<file path="src/rtl/matrix_repeater_pkg.sv">
// Shared definitions for the matrix stream blocks: default geometry,
// stream FSM state encoding and a counter-width helper.
package matrix_repeater_pkg;

  localparam int unsigned MAT_WIDTH = 32;
  localparam int unsigned MAT_DIM0  = 2;
  localparam int unsigned MAT_DIM1  = 2;
  localparam int unsigned MAT_ELEMS = MAT_DIM0 * MAT_DIM1;

  // Stream FSM states shared by matrix producers/consumers
  localparam logic ST_EMPTY = 1'b0;
  localparam logic ST_SEND  = 1'b1;

  // Width able to hold 0..v-1, never narrower than one bit
  function automatic int unsigned clog2_min1(input int unsigned v);
    if (v <= 32'd1) return 32'd1;
    return 32'($clog2(v));
  endfunction

endpackage

</file>
<file path="src/rtl/matrix_repeater_counter.sv">
// Modulo-MAX emission counter with a clear and a terminal-count flag.
module repeat_counter
  import matrix_repeater_pkg::*;
#(
  parameter int unsigned MAX = 4
) (
  input  logic                       clk,
  input  logic                       rst,
  input  logic                       inc,
  input  logic                       clear,
  output logic [clog2_min1(MAX)-1:0] count,
  output logic                       at_max
);

  localparam int unsigned CW = clog2_min1(MAX);

  logic [CW-1:0] r_count;

  always_ff @(posedge clk) begin
    if (!rst) begin
      r_count <= '0;
    end else if (clear) begin
      r_count <= '0;
    end else if (inc) begin
      r_count <= r_count + CW'(1);
    end
  end

  assign count  = r_count;
  assign at_max = (r_count == CW'(MAX - 1));

endmodule

</file>
<file path="src/rtl/matrix_repeater.sv">
// Captures one matrix beat and replays it REPEAT times on a valid/ready
// stream; the next matrix is taken on the final handshake for zero bubbles.
module matrix_repeater
  import matrix_repeater_pkg::*;
#(
  parameter int unsigned REPEAT = 4,
  parameter int unsigned WIDTH  = MAT_WIDTH,
  parameter int unsigned DIM0   = MAT_DIM0,
  parameter int unsigned DIM1   = MAT_DIM1
) (
  input  logic                         clk,
  input  logic                         rst,
  input  logic [WIDTH*DIM0*DIM1-1:0]   in_data,
  input  logic                         in_valid,
  output logic                         in_ready,
  output logic [WIDTH*DIM0*DIM1-1:0]   out_data,
  output logic                         out_valid,
  input  logic                         out_ready,
  output logic                         out_last
);

  localparam int unsigned DW = WIDTH * DIM0 * DIM1;
  localparam int unsigned CW = clog2_min1(REPEAT);

  logic          r_state;
  logic          w_state_nxt;
  logic [DW-1:0] r_hold;
  logic          w_capture;
  logic          w_inc;
  logic          w_clear;
  logic [CW-1:0] w_count;
  logic          w_at_max;

  repeat_counter #(
    .MAX (REPEAT)
  ) u_cnt (
    .clk    (clk),
    .rst    (rst),
    .inc    (w_inc),
    .clear  (w_clear),
    .count  (w_count),
    .at_max (w_at_max)
  );

  always_ff @(posedge clk) begin
    if (!rst) begin
      r_state <= ST_EMPTY;
    end else begin
      r_state <= w_state_nxt;
    end
  end

  // Hold register only moves on an accepted input beat
  always_ff @(posedge clk) begin
    if (!rst) begin
      r_hold <= '0;
    end else if (w_capture) begin
      r_hold <= in_data;
    end
  end

  always_comb begin
    w_state_nxt = r_state;
    w_capture   = 1'b0;
    w_inc       = 1'b0;
    w_clear     = 1'b0;
    case (r_state)
      ST_EMPTY: begin
        if (in_valid) begin
          w_capture   = 1'b1;
          w_clear     = 1'b1;
          w_state_nxt = ST_SEND;
        end
      end
      default: begin
        if (out_ready) begin
          if (!w_at_max) begin
            w_inc = 1'b1;
          end else begin
            w_clear = 1'b1;
            if (in_valid) begin
              w_capture = 1'b1;
            end else begin
              w_state_nxt = ST_EMPTY;
            end
          end
        end
      end
    endcase
  end

  assign out_valid = (r_state == ST_SEND);
  assign out_last  = (r_state == ST_SEND) & w_at_max;
  assign out_data  = r_hold;
  // out_ready reaches in_ready combinationally; in_valid never does
  assign in_ready  = rst & ((r_state == ST_EMPTY) | (out_last & out_ready));

  a_count_flag: assert property (@(posedge clk) disable iff (!rst)
    w_at_max == (w_count == CW'(REPEAT - 1)));

endmodule

</file>
<file path="config.mk">
export PLATFORM = sky130hd
export DESIGN_NAME = matrix_repeater
export DESIGN_NICKNAME = d
export VERILOG_FILES = /design/src/rtl/matrix_repeater_pkg.sv /design/src/rtl/matrix_repeater_counter.sv /design/src/rtl/matrix_repeater.sv
export SDC_FILE = /design/constraint.sdc
export NUM_CORES = 1
export LEC_CHECK = 0
export BUFFER_PORTS_ARGS = -buffer_cell sky130_fd_sc_hd__buf_4
export CAP_MARGIN = 40
export CELL_PAD_IN_SITES_DETAIL_PLACEMENT = 2
export CELL_PAD_IN_SITES_GLOBAL_PLACEMENT = 2
export CORE_AREA = 2 2 130 157
export DETAILED_ROUTE_END_ITERATION = 10
export DIE_AREA = 0 0 132 159
export GPL_TIMING_DRIVEN = 0
export HOLD_SLACK_MARGIN = 0.1
export PLACE_DENSITY = 0.9
export SLEW_MARGIN = 20
export SYNTH_ARGS = -nofsm -noshare
export SYNTH_HDL_FRONTEND = slang
export SYNTH_SLANG_ARGS = --single-unit
</file>
<file path="constraint.sdc">
create_clock -name clk -period 3.39 [get_ports clk]
set_clock_uncertainty 0.15 [all_clocks]
set_input_delay 0.678 -clock clk [delete_from_list [all_inputs] [get_ports clk]]
set_output_delay 0.678 -clock clk [all_outputs]
set_load 0.01 [all_outputs]
</file>
After elaboration in Yosys (flattened, before gate mapping)
Index checks and enable logic that the tools add are counted.
Word-level totals
  register bits: 131
  bits of input ports: 132
  output and inout bits: 131
  word-level logic and storage cells: 25
Operators by class
  $add $sub $neg: 1
  eq/ne operators: 1
  muxes and demuxes: 13
  bitwise operators: 6
  reduce and logical (&&, ||, !) cells: 1
Operators with widths (count)
  two-way mux 1 bit: 13
  AND 1 bit: 3
  adder 2 x 1 -> 2 bit (second input constant): 1
  == test 2 bit (second input constant): 1
  NOT 1 bit: 2
  OR reduction 2 bit: 1
  OR 1 bit: 1

Depth between registers and ports, before layout
Gate-level depths: netlist of the first run.
  depth in word-level cells: 5
  mapped depth: 6
  gate-level depth less buffers: 4

Hierarchy
Synthesis of the first run repeated with hierarchy kept, for this count alone.
Unflattened totals
  cells, all modules: 574
  area, all modules: 5363.9 um^2
By module, submodules not included
  matrix_repeater: times used 1, cells each 566, area each 5278.8 um^2, sequential area each 2582.5 um^2
  repeat_counter: times used 1, cells each 8, area each 85.1 um^2, sequential area each 40.0 um^2

Worst setup path before layout of the first run
OpenSTA, ideal clock, no wires.
  kind: in2out
  start point: in rst
  end point: out in_ready
  data arrival time: 1.345 ns
  data required time: 2.562 ns
  slack: 1.217 ns
  stages on the path: 4
  buffers on the path: 3
  cells stage by stage: buf_2 > buf_2 > buf_2 > and2b_1
On the way
  cells in the longest elaborated chain, start to end: 1
Ends and longest elaborated chain
  from (decl): RTL line matrix_repeater.sv:12  | input logic rst,
  AND 1 bit: RTL line matrix_repeater.sv:96  | assign in_ready = rst & ((r_state == ST_EMPTY) | (out_last & out_ready));
  to (decl): RTL line matrix_repeater.sv:15  | output logic in_ready,
Every way passes these cells.

Worst setup path after layout of the first run
Same ends and word-level chain as after synthesis.

==> results.md, run 1 <==
* Status: completed
* Most common cell after layout, fill and taps aside: buf_4
* Layout area overhead at 53.3%
* Pwr dens at 502 nW/um^2
* Initial DRT Pass Iterations at 4
* Slew margin rel. at 0.632
* Layout Utilization at 0.423
* Starting density of the core at 0.276
* Worst path max stage delay at 0.26 ns
* IO Port Bufs at 261
* Antenna violations before repair at 0
* Fillers at 2,175
* Leak at 3.88 nW
* CTS buffer count at 17
* Worst VDD drop at 0.323 mV
* Grt ovf at 0
* Synth Cell Area at 5360 sq um
* Worst min path class: register to register
* Finish-stage setup viols at 0
* WHS Path Cells at 2
* First-pass GRT wire length at 30.4 mm
* Worst R2R End: out_data[72]
* Post-DP HPWL at 14.7 mm
* Tmin final at 2.46 ns
* Hold Fails Final Rpt at 0
* WHS Endpoint: out_data[111]
* Crit end category: primary output
* Antenna Nets Post-Route at 0
* Post-CTS Setup Bufs at 0
* Die Y at 159 um
* RSZ-0062 raised after global routing: false
* Layout cells sized above 1 at 0.365
* Worst Path Required at 2.56 ns
* Actual slew at the worst max-slew pin at 0.552 ns
* Synth Area per Inst at 9.38 sq um
* Chip Width at 132 um
* # placed instances at 1,093
* Critical-path top delay cell: buf_2
* Clock Path Buffers at 2
* R2R depth at 6
* Final Wtd Congestion at 0.758
* Post-Syn Instances at 571
* Row cnt at 56
* Vias per cell at 4.44
* CP dominant cell by count: buf_2
* Mapped Nets at 704
* Iter 0 DRT Violations at 110
* H-tree levels at 4
* CTS sink cnt at 131
* Critical Path AT at 1.63 ns
* Antenna diodes at 0
* Crit path max fanout at 10
* Min-delay src: out_data[111]
* Avg WL per Cell at 17.1 um
* Critical path, cell by cell: buf_2, buf_2, buf_2, and2b_1, buf_4
* FF+latch count, synth at 131
* Top Ports at 263
* Fin crit share at 0.726
* Layout Cells excl Fill at 1,125
* Later-pin clock latency in the skew report at 0.42 ns
* Die area at 21,000 sq um
* Post-route DRC at 0
* Clock-pin slew on the worst setup and hold paths at 0.06 ns
* Reg2reg start: u_cnt.count[0]
* Seq/Total Area, Yosys at 0.490
* Number of global-route vias before repair at 5,646
* WL final at 19.2 mm
* Count of cell types in the netlist at 19
* Syn. warnings at 0
* PostCTS Resize Cnt at 0
* Max_cap viols at 0
* Startpoint types: input port
* Vias at 4,993
* Core area at 19,400 sq um
* Crit path kind: input port to primary output
* Slew Limit Fails at 0
* FMAX at 406 MHz
* Nets at 984
* Cts hold-fix bufs at 0
* R2R setup slack at 1.68 ns
* Root buffer cell: clkbuf_16
* Tot GR Track Use at 0.183
* Largest net degree at the start of global routing at 17
* Most frequent cells in the layout: buf_4 (263), nand2_1 (256), dfxtp_1 (131), mux2i_1 (129), clkbuf_1 (24)
* Final TNS setup at 0 ns
* CTS tree: yes
worst max-delay path by stage:
stage,start,end,slack [ns],cells past startpoint
after floorplan,rst,in_ready,1.22,4
after global placement,rst,in_ready,0.93,5
after detailed placement,rst,in_ready,0.90,5
after CTS,rst,in_ready,0.89,5
after global routing,rst,in_ready,0.84,5
final,rst,in_ready,0.93,5
critical path: cells and delay by family:
family                 cells  cell delay (ns)
buffers and inverters      4             0.79
AND/OR/NAND/NOR            1             0.16
layer usage:
metal,share of wire,up-vias,global-route usage
met5,0,-,0
met4,0.016,0,0.0578
met3,0.066,17,0.0599
met2,0.55,161,0.356
met1,0.37,2419,0.182
li1,-,2396,-
through the flow:
stage	total power [mW]	instance area [sq um]	hold slack [ns]	worst slack, ns
floorplan	2.03	5360	0.318	1.22
global placement	2.37	7640	0.293	0.930
detailed placement	2.39	7640	0.300	0.900
CTS	4.21	8210	0.313	0.887
global route	4.33	8210	0.331	0.844
finish	4.12	8210	0.307	0.927
registers in the layout, summed over array words and instances, names as in the netlist:
name	flops
out_data	128
out_valid	1
u_cnt.count	2
cell type report:
| class | count | area (sq um) | area share |
|---|---|---|---|
| Tap cell | 261 | 327 | 0.0398 |
| Sequential cell | 131 | 2620 | 0.319 |
| Clock inverter | 14 | 130 | 0.0158 |
| Multi-Input combinational cell | 397 | 2350 | 0.286 |
| Clock buffer | 18 | 439 | 0.0535 |
| Timing Repair Buffer | 261 | 1960 | 0.239 |
| Buffer | 43 | 382 | 0.0465 |
power breakdown:
part           leakage, nW  internal [mW]  switching, mW  total, mW
Combinational         2.54          0.353          0.304      0.657
Sequential            1.08           1.64         0.0534       1.69
Clock                0.266           1.04          0.740       1.78
Total                 3.88           3.03           1.10       4.12
synthesized netlist by cell type:
master,number,area share
nor2b_4,1,0.0026
buf_4,2,0.0028
buf_12,11,0.041
buf_6,1,0.0021
and2b_1,1,0.0014
dfxtp_1,131,0.49
nor2_1,3,0.0021
and2_2,1,0.0014
clkbuf_1,24,0.017
nand3b_1,1,0.0014
mux2i_1,129,0.24
o21ai_0,1,0.00093
a21boi_4,1,0.0035
nand2_1,256,0.18
buf_2,3,0.0028
ha_1,1,0.0023
buf_8,2,0.0056
o21a_1,1,0.0014
xor2_1,1,0.0016
kinds of logic (layout without fill, tap and decap cells):
logic type,after synthesis,after routing,share of synthesized area
AOI/OAI and AO/OA,3,3,0.00584
xor gates and xnor gates,1,1,0.00164
adders and majority gates,1,1,0.00234
buffers and inverters,43,336,0.0712
DFF,131,131,0.490
muxes,129,129,0.241
and+or+nand+nor,263,263,0.188
(Power assumes the default switching activity.)
==> run 2: changes to the inputs <==
--- a/config.mk
+++ b/config.mk
@@ -9,12 +9,12 @@
 export CAP_MARGIN = 40
 export CELL_PAD_IN_SITES_DETAIL_PLACEMENT = 2
 export CELL_PAD_IN_SITES_GLOBAL_PLACEMENT = 2
-export CORE_AREA = 2 2 130 157
+export CORE_AREA = 2 2 135 163
 export DETAILED_ROUTE_END_ITERATION = 10
-export DIE_AREA = 0 0 132 159
+export DIE_AREA = 0 0 137 165
 export GPL_TIMING_DRIVEN = 0
 export HOLD_SLACK_MARGIN = 0.1
-export PLACE_DENSITY = 0.9
+export PLACE_DENSITY = 0.85
 export SLEW_MARGIN = 20
 export SYNTH_ARGS = -nofsm -noshare
 export SYNTH_HDL_FRONTEND = slang
==> constraint.sdc (replaced) <==
create_clock -name clk -period 2.3 [get_ports clk]
set_clock_uncertainty 0.15 [all_clocks]
set_input_delay 0.46 -clock clk [delete_from_list [all_inputs] [get_ports clk]]
set_output_delay 0.46 -clock clk [all_outputs]
set_load 0.01 [all_outputs]
==> run 2 against run 1 <==
Combinational power grew 46%. Sequential power grew 47%. First-iteration DRC count grew 0.91%. Register-to-register slack lost 1.0 ns. Count of clock-buffer cells in the layout grew 1. Cell count grew 0.71%. Global-route usage shrank 1.9 points. Clock power grew 52%. Core utilization shrank 2.9 points. Non-clock buffer count is the same. Total power grew 49%. Hold slack lost 0.19 ns. Critical endpoint unchanged. Largest cell class unchanged.
==> results.md, run 2 (same netlist as run 1, synthesis figures left out) <==
* Nets at 984
* Tot GR Track Use at 0.165
* Post-CTS Setup Bufs at 0
* Fin crit share at 0.939
* Status: completed
* Root buffer cell: clkbuf_16
* PostCTS Resize Cnt at 0
* FMAX at 463 MHz
* Antenna diodes at 0
* CTS tree: yes
* Top Ports at 263
* RSZ-0062 raised after global routing: false
* Startpoint types: register
* Final instance area at 8230 sq um
* Layout area overhead at 53.7%
* Most common cell after layout, fill and taps aside: buf_4
* Die Y at 165 um
* Starting density of the core at 0.256
* Row cnt at 58
* Crit path kind: register to primary output
* Max_cap viols at 0
* Pwr dens at 749 nW/um^2
* Largest net degree at the start of global routing at 17
* Die area at 22,600 sq um
* CTS sink cnt at 131
* Final TNS setup at 0 ns
* Placed Instance Area at 7650 sq um
* Critical Path AT at 1.55 ns
* # placed instances at 1,102
* Power Total at 6.17 mW
* Hold Fails Final Rpt at 0
* Post-route DRC at 0
* Antenna Nets Post-Route at 0
* Finish-stage setup viols at 0
* Vias per cell at 4.39
* Crit path max fanout at 4
* Leak at 3.88 nW
* Worst min path class: input port to register
* Actual slew at the worst max-slew pin at 0.525 ns
* Crit end category: primary output
* Post-DP HPWL at 14.6 mm
* Final Wtd Congestion at 0.742
* Cts hold-fix bufs at 0
* Most frequent cells in the layout: buf_4 (263), nand2_1 (256), dfxtp_1 (131), mux2i_1 (129), clkbuf_1 (25)
* Worst setup margin at 0.141 ns
* FF+latch area at 2620 sq um
* H-tree levels at 4
* Max FFs per register at 128
* Fillers at 2,397
* Grt ovf at 0
* Iter 0 DRT Violations at 111
* First-pass GRT wire length at 28.5 mm
* Antenna violations before repair at 0
* Worst VDD drop at 0.494 mV
* WL final at 18.7 mm
* Chip Width at 137 um
* Vias at 4,972
* Later-pin clock latency in the skew report at 0.42 ns
* Initial DRT Pass Iterations at 4
* CTS buffer count at 17
* Tmin final at 2.16 ns
* Layout cells sized above 1 at 0.363
* Slew margin rel. at 0.650
* Clock Path Buffers at 2
* Worst Path Required at 1.69 ns
* Clock-pin slew on the worst setup and hold paths at 0.06 ns
* Multi-input logic area at 2350 sq um
* Slew Limit Fails at 0
* IO Port Bufs at 261
* Avg WL per Cell at 16.5 um
* Layout Cells excl Fill at 1,133
* Number of global-route vias before repair at 5,572
* Core area at 20,900 sq um
* Pre-CTS setup slack at 0.292 ns
run 2: worst max-delay path: stages (launching register included):
cell	delay, ns
dfxtp_1	0.32
ha_1	0.25
a21boi_4	0.22
and2b_1	0.20
buf_4	0.14
run 2: layer usage:
layer / GRT usage / vias to the layer above / wire length (um)
met5: 0 / - / 0
met4: 0.0712 / 0 / 514
met3: 0.0589 / 36 / 1500
met2: 0.306 / 176 / 9910
met1: 0.163 / 2366 / 6810
li1: - / 2394 / -
run 2: final timing paths:
kind                            depth (start not counted)      endpoint  slack (ns)            from
worst min register to register                          2  out_data[94]        0.31    out_data[94]
worst max register to register                          6  out_data[15]        0.63  u_cnt.count[0]
worst min-delay path                                    2     out_valid        0.12        in_valid
worst max-delay path                                    4      in_ready        0.14  u_cnt.count[0]
run 2: per-stage QoR:
| step | utilization | hold WS (ns) |
|---|---|---|
| after detailed placement | 0.366 | 0.304 |
| after CTS | 0.394 | 0.101 |
| after global placement | 0.366 | 0.292 |
| after floorplan | - | 0.318 |
| final | 0.394 | 0.118 |
| after global routing | 0.394 | 0.119 |
run 2: final cells by class:
| cell class | count | share of cell area |
|---|---|---|
| repair buffers | 261 | 0.238 |
| multi-input cells | 397 | 0.286 |
| plain buffers | 43 | 0.0464 |
| clock buffers | 19 | 0.0538 |
| well taps | 270 | 0.0410 |
| flip-flops and latches | 131 | 0.319 |
| clock inverters | 12 | 0.0163 |
run 2: report_power, final:
part	switching [mW]	internal (mW)	leakage (nW)
Combinational	0.440	0.520	2.54
Sequential	0.0776	2.41	1.08
Clock	1.09	1.62	0.267
